$ cat src/rtl/cpu_pkg.sv
// Shared definitions for the multicycle CPU front end:
// memory command encodings and fetch-unit state type.
package cpu_pkg;

    localparam logic [1:0] MNONE  = 2'b00;
    localparam logic [1:0] MREAD  = 2'b01;
    localparam logic [1:0] MWRITE = 2'b10;

    typedef enum logic [1:0] {
        S_RESET = 2'd0,
        S_FETCH = 2'd1,
        S_EXEC  = 2'd2,
        S_HALT  = 2'd3
    } fetch_state_e;

endpackage

$ cat src/rtl/pc_fetch_unit_if.sv
// Shared memory port bundle.
// master: mem_cmd/mem_addr out, mem_ready/read_data in.
interface pc_fetch_unit_if #(
    parameter int ADDR_W  = 9,
    parameter int INSTR_W = 16
);
    logic [1:0]         mem_cmd;
    logic [ADDR_W-1:0]  mem_addr;
    logic               mem_ready;
    logic [INSTR_W-1:0] read_data;

    modport master (
        output mem_cmd,
        output mem_addr,
        input  mem_ready,
        input  read_data
    );

    modport slave (
        input  mem_cmd,
        input  mem_addr,
        output mem_ready,
        output read_data
    );
endinterface

$ cat src/rtl/pc_fetch_unit_pc_reg.sv
// Program counter: enabled register, async reset to RESET_PC.
// Ports: clk, reset, en, br_sel, br_target in; pc out.
module pc_reg #(
    parameter int ADDR_W   = 9,
    parameter int RESET_PC = 0
) (
    input  logic              clk,
    input  logic              reset,
    input  logic              en,
    input  logic              br_sel,
    input  logic [ADDR_W-1:0] br_target,
    output logic [ADDR_W-1:0] pc
);
    localparam logic [ADDR_W-1:0] RST_VAL = ADDR_W'(RESET_PC);

    logic [ADDR_W-1:0] pc_q;
    logic [ADDR_W-1:0] pc_d;

    // Increment wraps naturally at ADDR_W bits.
    always_comb begin
        pc_d = pc_q;
        if (en) begin
            pc_d = br_sel ? br_target : pc_q + 1'b1;
        end
    end

    always_ff @(posedge clk or posedge reset) begin
        if (reset) begin
            pc_q <= RST_VAL;
        end else begin
            pc_q <= pc_d;
        end
    end

    assign pc = pc_q;
endmodule

$ cat src/rtl/pc_fetch_unit.sv
// Fetch unit: owns PC, IR and the shared memory port (mem).
// Ports: clk, reset, mem (master), ir/ir_valid, data_* access
// port, instr_done/br_taken/br_target/halt, pc, halted.
// Optional PC_FETCH_INSTRET_EN adds 32-bit instret output.
module pc_fetch_unit
    import cpu_pkg::*;
#(
    parameter int ADDR_W   = 9,
    parameter int INSTR_W  = 16,
    parameter int RESET_PC = 0
) (
    input  logic               clk,
    input  logic               reset,
    pc_fetch_unit_if.master    mem,
    output logic [INSTR_W-1:0] ir,
    output logic               ir_valid,
    input  logic               data_req,
    input  logic               data_we,
    input  logic [ADDR_W-1:0]  data_addr,
    output logic               data_ready,
    input  logic               instr_done,
    input  logic               br_taken,
    input  logic [ADDR_W-1:0]  br_target,
    input  logic               halt,
    output logic [ADDR_W-1:0]  pc,
    output logic               halted
`ifdef PC_FETCH_INSTRET_EN
    ,
    output logic [31:0]        instret
`endif
);
    fetch_state_e       state_q;
    fetch_state_e       state_d;
    logic [INSTR_W-1:0] ir_q;
    logic [INSTR_W-1:0] ir_d;
    logic               pc_en;
    logic               pc_br;
    logic [1:0]         cmd;
    logic [ADDR_W-1:0]  addr;
    logic               dready;

    pc_reg #(
        .ADDR_W   (ADDR_W),
        .RESET_PC (RESET_PC)
    ) u_pc_reg (
        .clk       (clk),
        .reset     (reset),
        .en        (pc_en),
        .br_sel    (pc_br),
        .br_target (br_target),
        .pc        (pc)
    );

    always_comb begin
        state_d = state_q;
        ir_d    = ir_q;
        pc_en   = 1'b0;
        pc_br   = 1'b0;
        cmd     = MNONE;
        addr    = pc;
        dready  = 1'b0;
        unique case (state_q)
            S_RESET: begin
                state_d = S_FETCH;
            end
            S_FETCH: begin
                cmd = MREAD;
                if (mem.mem_ready) begin
                    ir_d    = mem.read_data;
                    pc_en   = 1'b1;
                    state_d = S_EXEC;
                end
            end
            S_EXEC: begin
                // Data port follows the execute stage combinationally.
                if (data_req) begin
                    addr   = data_addr;
                    cmd    = data_we ? MWRITE : MREAD;
                    dready = mem.mem_ready;
                end
                // Retire even if a data access is still pending.
                if (instr_done) begin
                    if (halt) begin
                        state_d = S_HALT;
                    end else begin
                        state_d = S_FETCH;
                        if (br_taken) begin
                            pc_en = 1'b1;
                            pc_br = 1'b1;
                        end
                    end
                end
            end
            S_HALT: begin
                state_d = S_HALT;
            end
            default: begin
                state_d = S_RESET;
            end
        endcase
    end

    always_ff @(posedge clk or posedge reset) begin
        if (reset) begin
            state_q <= S_RESET;
            ir_q    <= '0;
        end else begin
            state_q <= state_d;
            ir_q    <= ir_d;
        end
    end

`ifdef PC_FETCH_INSTRET_EN
    logic        retire;
    logic [31:0] instret_q;
    logic [31:0] instret_d;

    assign retire = (state_q == S_EXEC) && instr_done;

    always_comb begin
        instret_d = instret_q;
        if (retire) begin
            instret_d = instret_q + 32'd1;
        end
    end

    always_ff @(posedge clk or posedge reset) begin
        if (reset) begin
            instret_q <= '0;
        end else begin
            instret_q <= instret_d;
        end
    end

    assign instret = instret_q;
`endif

    assign mem.mem_cmd  = cmd;
    assign mem.mem_addr = addr;
    assign data_ready   = dready;
    assign ir           = ir_q;
    // IR stays valid through halt: halt is only entered from EXEC.
    assign ir_valid     = (state_q == S_EXEC) || (state_q == S_HALT);
    assign halted       = (state_q == S_HALT);
endmodule

$ cat src/flat_wrapper.sv
// flat-port wrapper written by rule: the top's interface ports become plain ports
module pc_fetch_unit_flat import cpu_pkg::*;
#(
    parameter int ADDR_W   = 9,
    parameter int INSTR_W  = 16,
    parameter int RESET_PC = 0
)
  (clk, reset, ir, ir_valid, data_req, data_we, data_addr, data_ready, instr_done, br_taken, br_target, halt, pc, halted, mem_mem_cmd, mem_mem_addr, mem_mem_ready, mem_read_data);
  pc_fetch_unit_if #(.ADDR_W(ADDR_W), .INSTR_W(INSTR_W)) mem_i ();
  input  logic clk;
  input  logic reset;
  output logic [INSTR_W-1:0] ir;
  output logic ir_valid;
  input  logic data_req;
  input  logic data_we;
  input  logic [ADDR_W-1:0] data_addr;
  output logic data_ready;
  input  logic instr_done;
  input  logic br_taken;
  input  logic [ADDR_W-1:0] br_target;
  input  logic halt;
  output logic [ADDR_W-1:0] pc;
  output logic halted;
  output wire logic [$bits(mem_i.mem_cmd)-1:0] mem_mem_cmd;
  output wire logic [$bits(mem_i.mem_addr)-1:0] mem_mem_addr;
  input wire logic [$bits(mem_i.mem_ready)-1:0] mem_mem_ready;
  input wire logic [$bits(mem_i.read_data)-1:0] mem_read_data;
  assign mem_mem_cmd = mem_i.mem_cmd;
  assign mem_mem_addr = mem_i.mem_addr;
  assign mem_i.mem_ready = mem_mem_ready;
  assign mem_i.read_data = mem_read_data;
  pc_fetch_unit #(.ADDR_W(ADDR_W), .INSTR_W(INSTR_W), .RESET_PC(RESET_PC)) u_core (.clk(clk), .reset(reset), .mem(mem_i), .ir(ir), .ir_valid(ir_valid), .data_req(data_req), .data_we(data_we), .data_addr(data_addr), .data_ready(data_ready), .instr_done(instr_done), .br_taken(br_taken), .br_target(br_target), .halt(halt), .pc(pc), .halted(halted));
endmodule
$ cat config.mk
export PLATFORM = sky130hd
export DESIGN_NAME = pc_fetch_unit_flat
export DESIGN_NICKNAME = d
export VERILOG_FILES = /design/src/rtl/cpu_pkg.sv /design/src/rtl/pc_fetch_unit_if.sv /design/src/rtl/pc_fetch_unit_pc_reg.sv /design/src/rtl/pc_fetch_unit.sv /design/src/flat_wrapper.sv
export SDC_FILE = /design/constraint.sdc
export NUM_CORES = 1
export LEC_CHECK = 0
export CELL_PAD_IN_SITES_DETAIL_PLACEMENT = 1
export CELL_PAD_IN_SITES_GLOBAL_PLACEMENT = 1
export CORE_ASPECT_RATIO = 0.8
export CORE_MARGIN = 3
export CORE_UTILIZATION = 30
export DETAILED_ROUTE_END_ITERATION = 10
export PLACE_DENSITY_LB_ADDON = 0.1
export SYNTH_ARGS = -nofsm -noshare
export SYNTH_HDL_FRONTEND = slang
export SYNTH_SLANG_ARGS = --single-unit
$ cat constraint.sdc
create_clock -name clk -period 2.53 [get_ports clk]
set_input_delay 0.253 -clock clk [delete_from_list [all_inputs] [get_ports clk]]
set_output_delay 0.253 -clock clk [all_outputs]
set_load 0.01 [all_outputs]
* After elaboration in Yosys (flattened, before gate mapping)
Cells that the tools add are included.
** Operators by class
- Reduce and logical (&&, ||, !) cells :: 4
- Muxes and demuxes :: 18
- $add $sub $neg :: 1
- Eq/ne operators :: 5
** Operator list (count)
- two-way mux 9 bit :: 3
- two-way mux 2 bit :: 5
- adder 9 x 1 -> 9 bit, second input constant :: 1
- one-hot mux 2 bit (4 select lines) :: 1
- two-way mux 1 bit :: 7
- == test 2 bit, second input constant :: 2
- inequality test 2 bit, second input constant :: 2
- one-hot mux 2 bit (2 select lines) :: 1
- AND reduction 2 bit :: 2
- == test 2 x 1 -> 1 bit, second input constant :: 1
- logical NOT 2 bit :: 1
- one-hot mux 1 bit (2 select lines) :: 1
- logical OR 1 bit :: 1
** Storage, ports and cells
- Bits in registers :: 27
- Output and inout port bits :: 39
- Logic and storage cells :: 31
- Bits of input ports :: 42

* Depth between registers and ports, before layout
Gate-level depths: netlist of run 1.
- Word-level depth :: 5
- Mapped depth :: 7
- Depth with buffers taken out :: 6

* Hierarchy
From an unflattened synthesis of run 1, not the netlist that was laid out.
** Unflattened totals
- Cell total of the unflattened synthesis :: 132
- Area total of the unflattened synthesis :: 1527.7 um^2
** By module, submodules not included
- pc_fetch_unit :: area each 947.2 um^2, cells each 69, seq. area each 450.4 um^2, times used 1
- pc_reg :: area each 580.6 um^2, cells each 63, seq. area each 225.2 um^2, times used 1

* Worst setup path after synthesis of run 1
No wires, ideal clock.
- Kind :: register -> register
- Start point :: reg u_core.state_q[1]
- End point :: reg u_core.u_pc_reg.pc_q[8], in the netlist u_core.u_pc_reg.pc[8]
- Clock period less this slack :: 1667 ps
- Arrival :: 1546 ps
- Required time :: 2409 ps
- Path slack :: 863 ps
- Library setup time :: 121 ps
- Path buffers :: 0
- Cell stages (with the launch flop) :: 7
- Cells stage by stage :: dfrtp_1 inv_1 ha_1 nand4_2 or3_1 o22a_1 o22a_1
** On the way
- Cells in the longest elaborated chain, start to end :: 3
- Elaborated cells on any way between the ends :: 5
- Those cells by class :: eq/ne: 2; mux: 3
** Ends and longest elaborated chain
- start: declaration :: RTL line pc_fetch_unit.sv:32 : fetch_state_e state_q;
- start signal: assignment :: RTL line pc_fetch_unit.sv:108 : state_q <= state_d;
- == test 2 bit :: RTL line pc_fetch_unit.sv:62 : unique case (state_q)
- two-way mux 1 bit :: RTL line pc_fetch_unit.sv:62
- two-way mux 9 bit :: RTL line pc_fetch_unit_pc_reg.sv:23 : pc_d = br_sel ? br_target : pc_q + 1'b1;
- end signal: assignment :: RTL line pc_fetch_unit_pc_reg.sv:31 : pc_q <= pc_d;
- end: declaration :: RTL line pc_fetch_unit_pc_reg.sv:16 : logic [ADDR_W-1:0] pc_q;
Parallel ways exist; a longest one is shown, timed or not.
A chain may end at the register's enable or synchronous reset.

* Worst setup path after layout of run 1
- Start point :: reg u_core.state_q[0]
- End point :: out mem_mem_addr[3]
** On the way
- Cells in the longest elaborated chain, start to end :: 2
** Ends and longest elaborated chain
- == test 2 bit :: RTL line pc_fetch_unit.sv:62
- two-way mux 9 bit :: RTL line pc_fetch_unit.sv:62
- end: declaration :: RTL line flat_wrapper.sv:25 : output wire logic [$bits(mem_i.mem_addr)-1:0] mem_mem_addr;
No other way between the ends.

==> flow_summary_export.csv, run 1 <==
group,metric,value,unit
run_status,status,"complete, no violations",
final_layout,multi_input_area,747.0,um^2
sta,slew_violations,0,
synthesis,synth-seq-cells,27,
floorplanning,die_y,68.46,um
detailed_routing,viasPerCell,4.993,
detailed_routing,postRouteAntennaNets,0,
clock_network,root_buffer,"clkbuf_8",
global_route,grt_antenna_before_repair,0,
power_and_ir_drop,peakVddDrop,0.5429,mV
synthesis,synthesis.instances,134,
floorplanning,ios,81,
global_route,grt_remaining_overflow,0,
synthesis,ys_warn_count,0,
sta,slew_headroom,76.52,%
final_layout,area_growth,63.82,%
final_layout,sequential_cell_area,675.6,um^2
global_route,first_global_vias,1520,
detailed_routing,routed_wl,4514,um
placed_design,gp_congestion,0.7463,
synthesis,synthDistinctLibCells,30,
critical_path,crit_path_max_fanout,10,
sta,worst_pin_slew,352.2,ps
sta,hold_violations,0,
critical_path,r2r-start,"u_core.state_q[0]",
sta,setup_violations,0,
clock_network,cts.sinks,27,
synthesis,synth_top_area_share,46.19,%
synthesis,syn_nets,181,
clock_network,hold_buffers,0,
synthesis,ys_seq_area_share,46.19,%
sta,grt_setup_unrepaired,"no",
detailed_routing,vias,1383,
power_and_ir_drop,pwr_density_cell,1025,mW/mm^2
clock_network,cts_tree,"done",
sta,post-route-period-util,94.29,%
global_route,grt_max_degree,28,
global_route,grt_first_pass_wirelength,7389,um
clock_network,clk_pin_slew,90,ps
final_layout,drive_gt1_share,17.05,%
final_layout,layout_commonest_cell,"clkdlybuf4s50_1",
synthesis,synth_top_cell_by_area,"dfrtp_1",
floorplanning,coreArea,0.004652,mm^2
sta,fmax,419.2,MHz
critical_path,regToRegSetupSlack,500,ps
floorplanning,die_w,84.07,um
sta,min_period,2385,ps
synthesis,synth_area,0.001463,mm^2
synthesis,syn_avg_cell_area,10.92,um^2
critical_path,start_kind,"register",
floorplanning,initial_utilization,31.44,%
sta,setup_tns,0,ps
floorplanning,rows,22,
detailed_routing,wl_per_cell,16.30,um
clock_network,insertion_delay,270,ps
flow_run,cap_violations,0,
final_layout,fill_cells,521,
final_layout,fin_nets,265,
clock_network,cts-buffers-inserted,3,
critical_path,critical_path_class,"reg -> out",
critical_path,critPathRequiredTime,2280,ps
final_layout,antenna_cells,0,
detailed_routing,drc,0,
critical_path,end_kind,"output pin",
critical_path,setup.worst_path.start,"u_core.state_q[0]",
synthesis,synth_area_leaders,"dfrtp_1, mux2_2, ha_1, a21oi_1, o22a_1",
detailed_routing,dr.pass1.iters,4,
clock_network,cts.path.max_buffers,2,
final_layout,layout_common_cells,"clkdlybuf4s50_1, dfrtp_1, mux2_2",
critical_path,arrival,2130,ps
min_path,hp-class,"in -> async",
floorplanning,die_area,0.005755,mm^2
sta,finClkSkew,4.202,ps
clock_network,cts.htree.levels,1,
placed_design,place_hpwl,3548,um
power_and_ir_drop,power,2456,uW
final_layout,largest_reg_flops,16,
global_route,grt_use_total,16.27,%
detailed_routing,drtIter0Drc,24,
placed_design,portBuffers,80,
power_and_ir_drop,p_leak,0.0009996,uW
==> per-layer routing <==
layer	GRT usage, %	share of wire [%]	routed length (um)	vias to the layer above
met3	4.573	5.7	259	5
met4	4.418	0.97	44	0
met5	0	0	0	-
li1	-	-	-	657
met1	18.52	41	1848	684
met2	30.41	52	2361	37
==> critical path, stage by stage, from the launching register on <==
cell and delay (ps):
dfrtp_1 430, inv_1 100, ha_1 300, nand2_4 180, mux2_2 360, clkdlybuf4s50_1 490
==> cell usage after synthesis <==
| cell type | count |
|---|---|
| nand3_1 | 6 |
| a21oi_2 | 1 |
| mux2_2 | 25 |
| a41oi_1 | 1 |
| nand4_2 | 1 |
| nor2_1 | 3 |
| o32a_1 | 1 |
| a21oi_1 | 10 |
| nand2b_1 | 4 |
| or2_2 | 2 |
| o22a_1 | 5 |
| dfrtp_1 | 27 |
| o31a_1 | 1 |
| a31oi_1 | 2 |
| and3_1 | 2 |
| mux2i_1 | 1 |
| a21o_1 | 1 |
| o21ai_0 | 7 |
| nand2_1 | 9 |
| a2bb2oi_1 | 1 |
| a22o_1 | 1 |
| buf_2 | 2 |
| ha_1 | 5 |
| or3_1 | 1 |
| o22ai_1 | 2 |
| clkbuf_1 | 2 |
| inv_1 | 8 |
| nor3_1 | 1 |
| nand4_1 | 1 |
| nand4b_2 | 1 |
==> worst paths after layout <==
path / to / depth (start not counted)
worst min-delay path: u_core.ir[10] / 3
max in group asynchronous: u_core.u_pc_reg.pc[1] / 3
min in group clk: u_core.ir[11] / 1
worst min register to register: u_core.ir[11] / 1
worst max register to register: u_core.u_pc_reg.pc[6] / 7
worst max-delay path: mem_mem_addr[3] / 5
==> cells by family (layout without fill, tap and decap cells) <==
kind of cell             Yosys count  in the layout  synth area share (%)
adder cells (fa/ha/maj)            5              5                 4.277
multiplexers                      26             26                 19.93
AO/OA/AOI/OAI                     33             33                 14.71
AND/OR/NAND/NOR                   31             31                 11.63
flip-flops                        27             27                 46.19
buffers and inverters             12             95                 3.251
==> timing repair <==
item	4_1_cts	5_1_grt
pin swaps	0	0
cloned	0	0
gates resized for setup	1	1
setup endpoints to repair	10	9
buffers inserted	0	0
==> where the power goes <==
part,internal [uW],switching (uW)
logic,835,566
registers,630,180
clock network,113,131
total,1580,877
==> cell type report <==
| class | instances | area share [%] |
|---|---|---|
| Tap cell | 60 | 3.133 |
| Clock buffer | 4 | 1.880 |
| Timing Repair Buffer | 83 | 34.36 |
| Inverter | 8 | 1.253 |
| Sequential cell | 27 | 28.20 |
| Multi-Input combinational cell | 95 | 31.17 |
==> metrics by stage <==
| stage | area (um^2) | std cells | worst slack, ps | hold WS (ps) | util (%) |
|---|---|---|---|---|---|
| after floorplan | 1463 | 134 | 862.9 | 305.7 | - |
| after global placement | 2344 | 273 | 321.3 | 487.0 | 50.38 |
| after detailed placement | 2344 | 273 | 199.1 | 496.4 | 50.38 |
| after CTS | 2391 | 277 | 31.55 | 361.0 | 51.40 |
| after global routing | 2396 | 277 | 37.95 | 392.5 | 51.51 |
| final | 2396 | 277 | 144.5 | 346.1 | 51.51 |
Power figures use the tool's default switching activity.
==> run 2: changes to the inputs <==
Settings changed: SKIP_CTS_REPAIR_TIMING from default to 1.
==> results of run 2 <==
Final layout, timing and power as in run 1 (identical DEF).
Main changes from that run: wire length of the first global-routing pass 7389 um -> 7403 um; overall routing resource usage 16.27% -> 16.30%; met1 usage 18.52% -> 18.60%
==> run 3: changes to the inputs <==
Settings changed: CTS_CLUSTER_DIAMETER from default to 60.
==> results of run 3 <==
Final layout, timing and power as in run 1 (identical DEF).
Main changes from that run: wire length of the first global-routing pass 7389 um -> 7403 um; overall routing resource usage 16.27% -> 16.30%; met1 usage 18.52% -> 18.60%
==> edit, RTL diff (config.mk and constraints of run 1) <==
Take the reset off `ir_q` and load it in a clocked block of its own.
--- a/src/rtl/pc_fetch_unit.sv
+++ b/src/rtl/pc_fetch_unit.sv
@@ -103,11 +103,13 @@
     always_ff @(posedge clk or posedge reset) begin
         if (reset) begin
             state_q <= S_RESET;
-            ir_q    <= '0;
         end else begin
             state_q <= state_d;
-            ir_q    <= ir_d;
         end
+    end
+
+    always_ff @(posedge clk) begin
+        ir_q <= ir_d;
     end
 
 `ifdef PC_FETCH_INSTRET_EN
Formal check against the unedited RTL: differs if reset is asserted again (counterexample within 4 cycles, from zero or initial values and one cycle with reset high); with reset held inactive, the same outputs for 10 cycles.
==> edit against run 1 <==
- sequential power fell by 12%
- routed wire length fell by 8.7%
- setup slack got worse by 0.021 ns
- sequential cell count did not move
- synthesized area fell by 7.0%
- power fell by 21%
- hold slack got worse by 0.072 ns
- combinational power fell by 30%
- design area fell by 5.0%
- highest routed layer unchanged
==> edit: results (changes against run 1) <==
| Metric | Value |
|---|---|
| Sequential area share after synthesis | `55.6% (was 46.2%)` |
| Fillers | `457 (was 521)` |
| Dpl cell area | `2220 µm² (was 2340 µm²)` |
| Most frequent cells after synthesis | `edfxtp_1 (16), a21oi_1 (11), dfrtp_1 (11) (was dfrtp_1 (27), mux2_2 (25), a21oi_1 (10))` |
| Total track usage | `15.9% (was 16.3%)` |
| Placed cells | `250 (was 273)` |
| Number of synthesized flops with an enable pin | `16 (was 0)` |
| Reg2reg setup slack | `0.53 ns (was 0.50 ns)` |
| Buffering overhead | `35.5% (was 34.4%)` |
| Seq area share | `33.2% (was 28.2%)` |
| Top FF cell, synth | `edfxtp_1 (was dfrtp_1)` |
| Global-route wire length before repair | `6.50 mm (was 7.39 mm)` |
| Largest net degree at the start of global routing | `27 (was 28)` |
| Pre-CTS setup slack | `0.185 ns (was 0.199 ns)` |
| Clk_buf instances | `3 (was 4)` |
| Die Wd | `81.3 µm (was 84.1 µm)` |
| Initial DRC Count | `53 (was 24)` |
| Met2 GRT Util | `26.9% (was 30.4%)` |
| Clock skew | `0.00685 ns (was 0.00420 ns)` |
| Vias post-DR | `1237 (was 1383)` |
| Layout cell share with drive strength beyond 1 | `9.14% (was 17.1%)` |
| Area contributors post-synth | `edfxtp_1 (35%), dfrtp_1 (20%), mux2_2 (7.5%) (was dfrtp_1 (46%), mux2_2 (19%), ha_1 (4.3%))` |
| Met1 WL | `1.74 mm (was 1.85 mm)` |
| CTS clock-pin slew for the worst setup and hold paths | `0.10 ns` |
| Footprint of the multi-input gates | `566 µm² (was 747 µm²)` |
| VDD IR max | `0.359 mV (was 0.543 mV)` |
| Net Count, Synth | `162 (was 181)` |
| GRT met3 Usage | `4.90% (was 4.57%)` |
| Max_slew headroom | `68.9% (was 76.5%)` |
| Hold WS | `0.274 ns (was 0.346 ns)` |
| Sw Ratio | `35.6% (was 35.7%)` |
| Multi-input gates | `78 (was 95)` |
| Vias/cell | `4.87 (was 4.99)` |
| Pwr Density | `852 nW/µm² (was 1020 nW/µm²)` |
| Status | `complete, no violations (unchanged)` |
| Non-Clock Buffer Count | `81 (was 83)` |
| Clock buf/inv share | `2.14% (was 1.88%)` |
| CP Data Arrival Time | `2.15 ns (was 2.13 ns)` |
| Met2 Routed Length | `2.04 mm (was 2.36 mm)` |
| Synth async-reset ratio | `40.7% (was 100%)` |
| R2r endpoint | `u_core.u_pc_reg.pc[6]$_DFFE_PP0P_ (unchanged)` |
| Final HPWL from detailed placement | `3.24 mm (was 3.55 mm)` |
| Worst R2R Path Depth | `6 (was 7)` |
| Wirelength per Cell | `16.2 µm (was 16.3 µm)` |
| GP Congestion | `0.739 (was 0.746)` |
| Worst r2r src | `u_core.state_q[0]$_DFFE_PP0P_ (unchanged)` |
| WL met3 | `308 µm (was 259 µm)` |
| Met1 Track Usage GR | `19.6% (was 18.5%)` |
| Nonclk inv count | `7 (was 8)` |
| Final nets | `245 (was 265)` |
-- edit: cell families (layout without fill, tap and decap cells) --
kind of cell | Yosys count | after routing | share of synthesized area [%]
AO/OA/AOI/OAI | 33 | 33 | 15.7
AND/OR/NAND/NOR | 30 | 30 | 12.5
buffers and inverters | 10 | 92 | 3.40
adder cells (fa/ha/maj) | 5 | 5 | 4.60
multiplexers | 10 | 10 | 8.19
flip-flops | 27 | 27 | 55.6
-- edit: timing repair --
item,4_1_cts,5_1_grt
endpoints found under the setup margin,10,9
buffers inserted,0,0
gates resized for setup,1,1
-- edit: power by group through the flow --
stage               sequential, mW  combinational, mW  clock (mW)
floorplan                    0.731              0.416           0
global placement             0.708              0.955           0
detailed placement           0.719              0.983           0
CTS                          0.710              0.988       0.260
global route                 0.732               1.07       0.279
finish                       0.712              0.978       0.249
-- edit: critical path: cells and delay by family (launching register included) --
family                     cells  cell delay (ns)
and+or+nand+nor                1             0.20
DFF                            1             0.44
buffers and inverters          2             0.58
muxes                          1             0.35
adders and majority gates      1             0.31
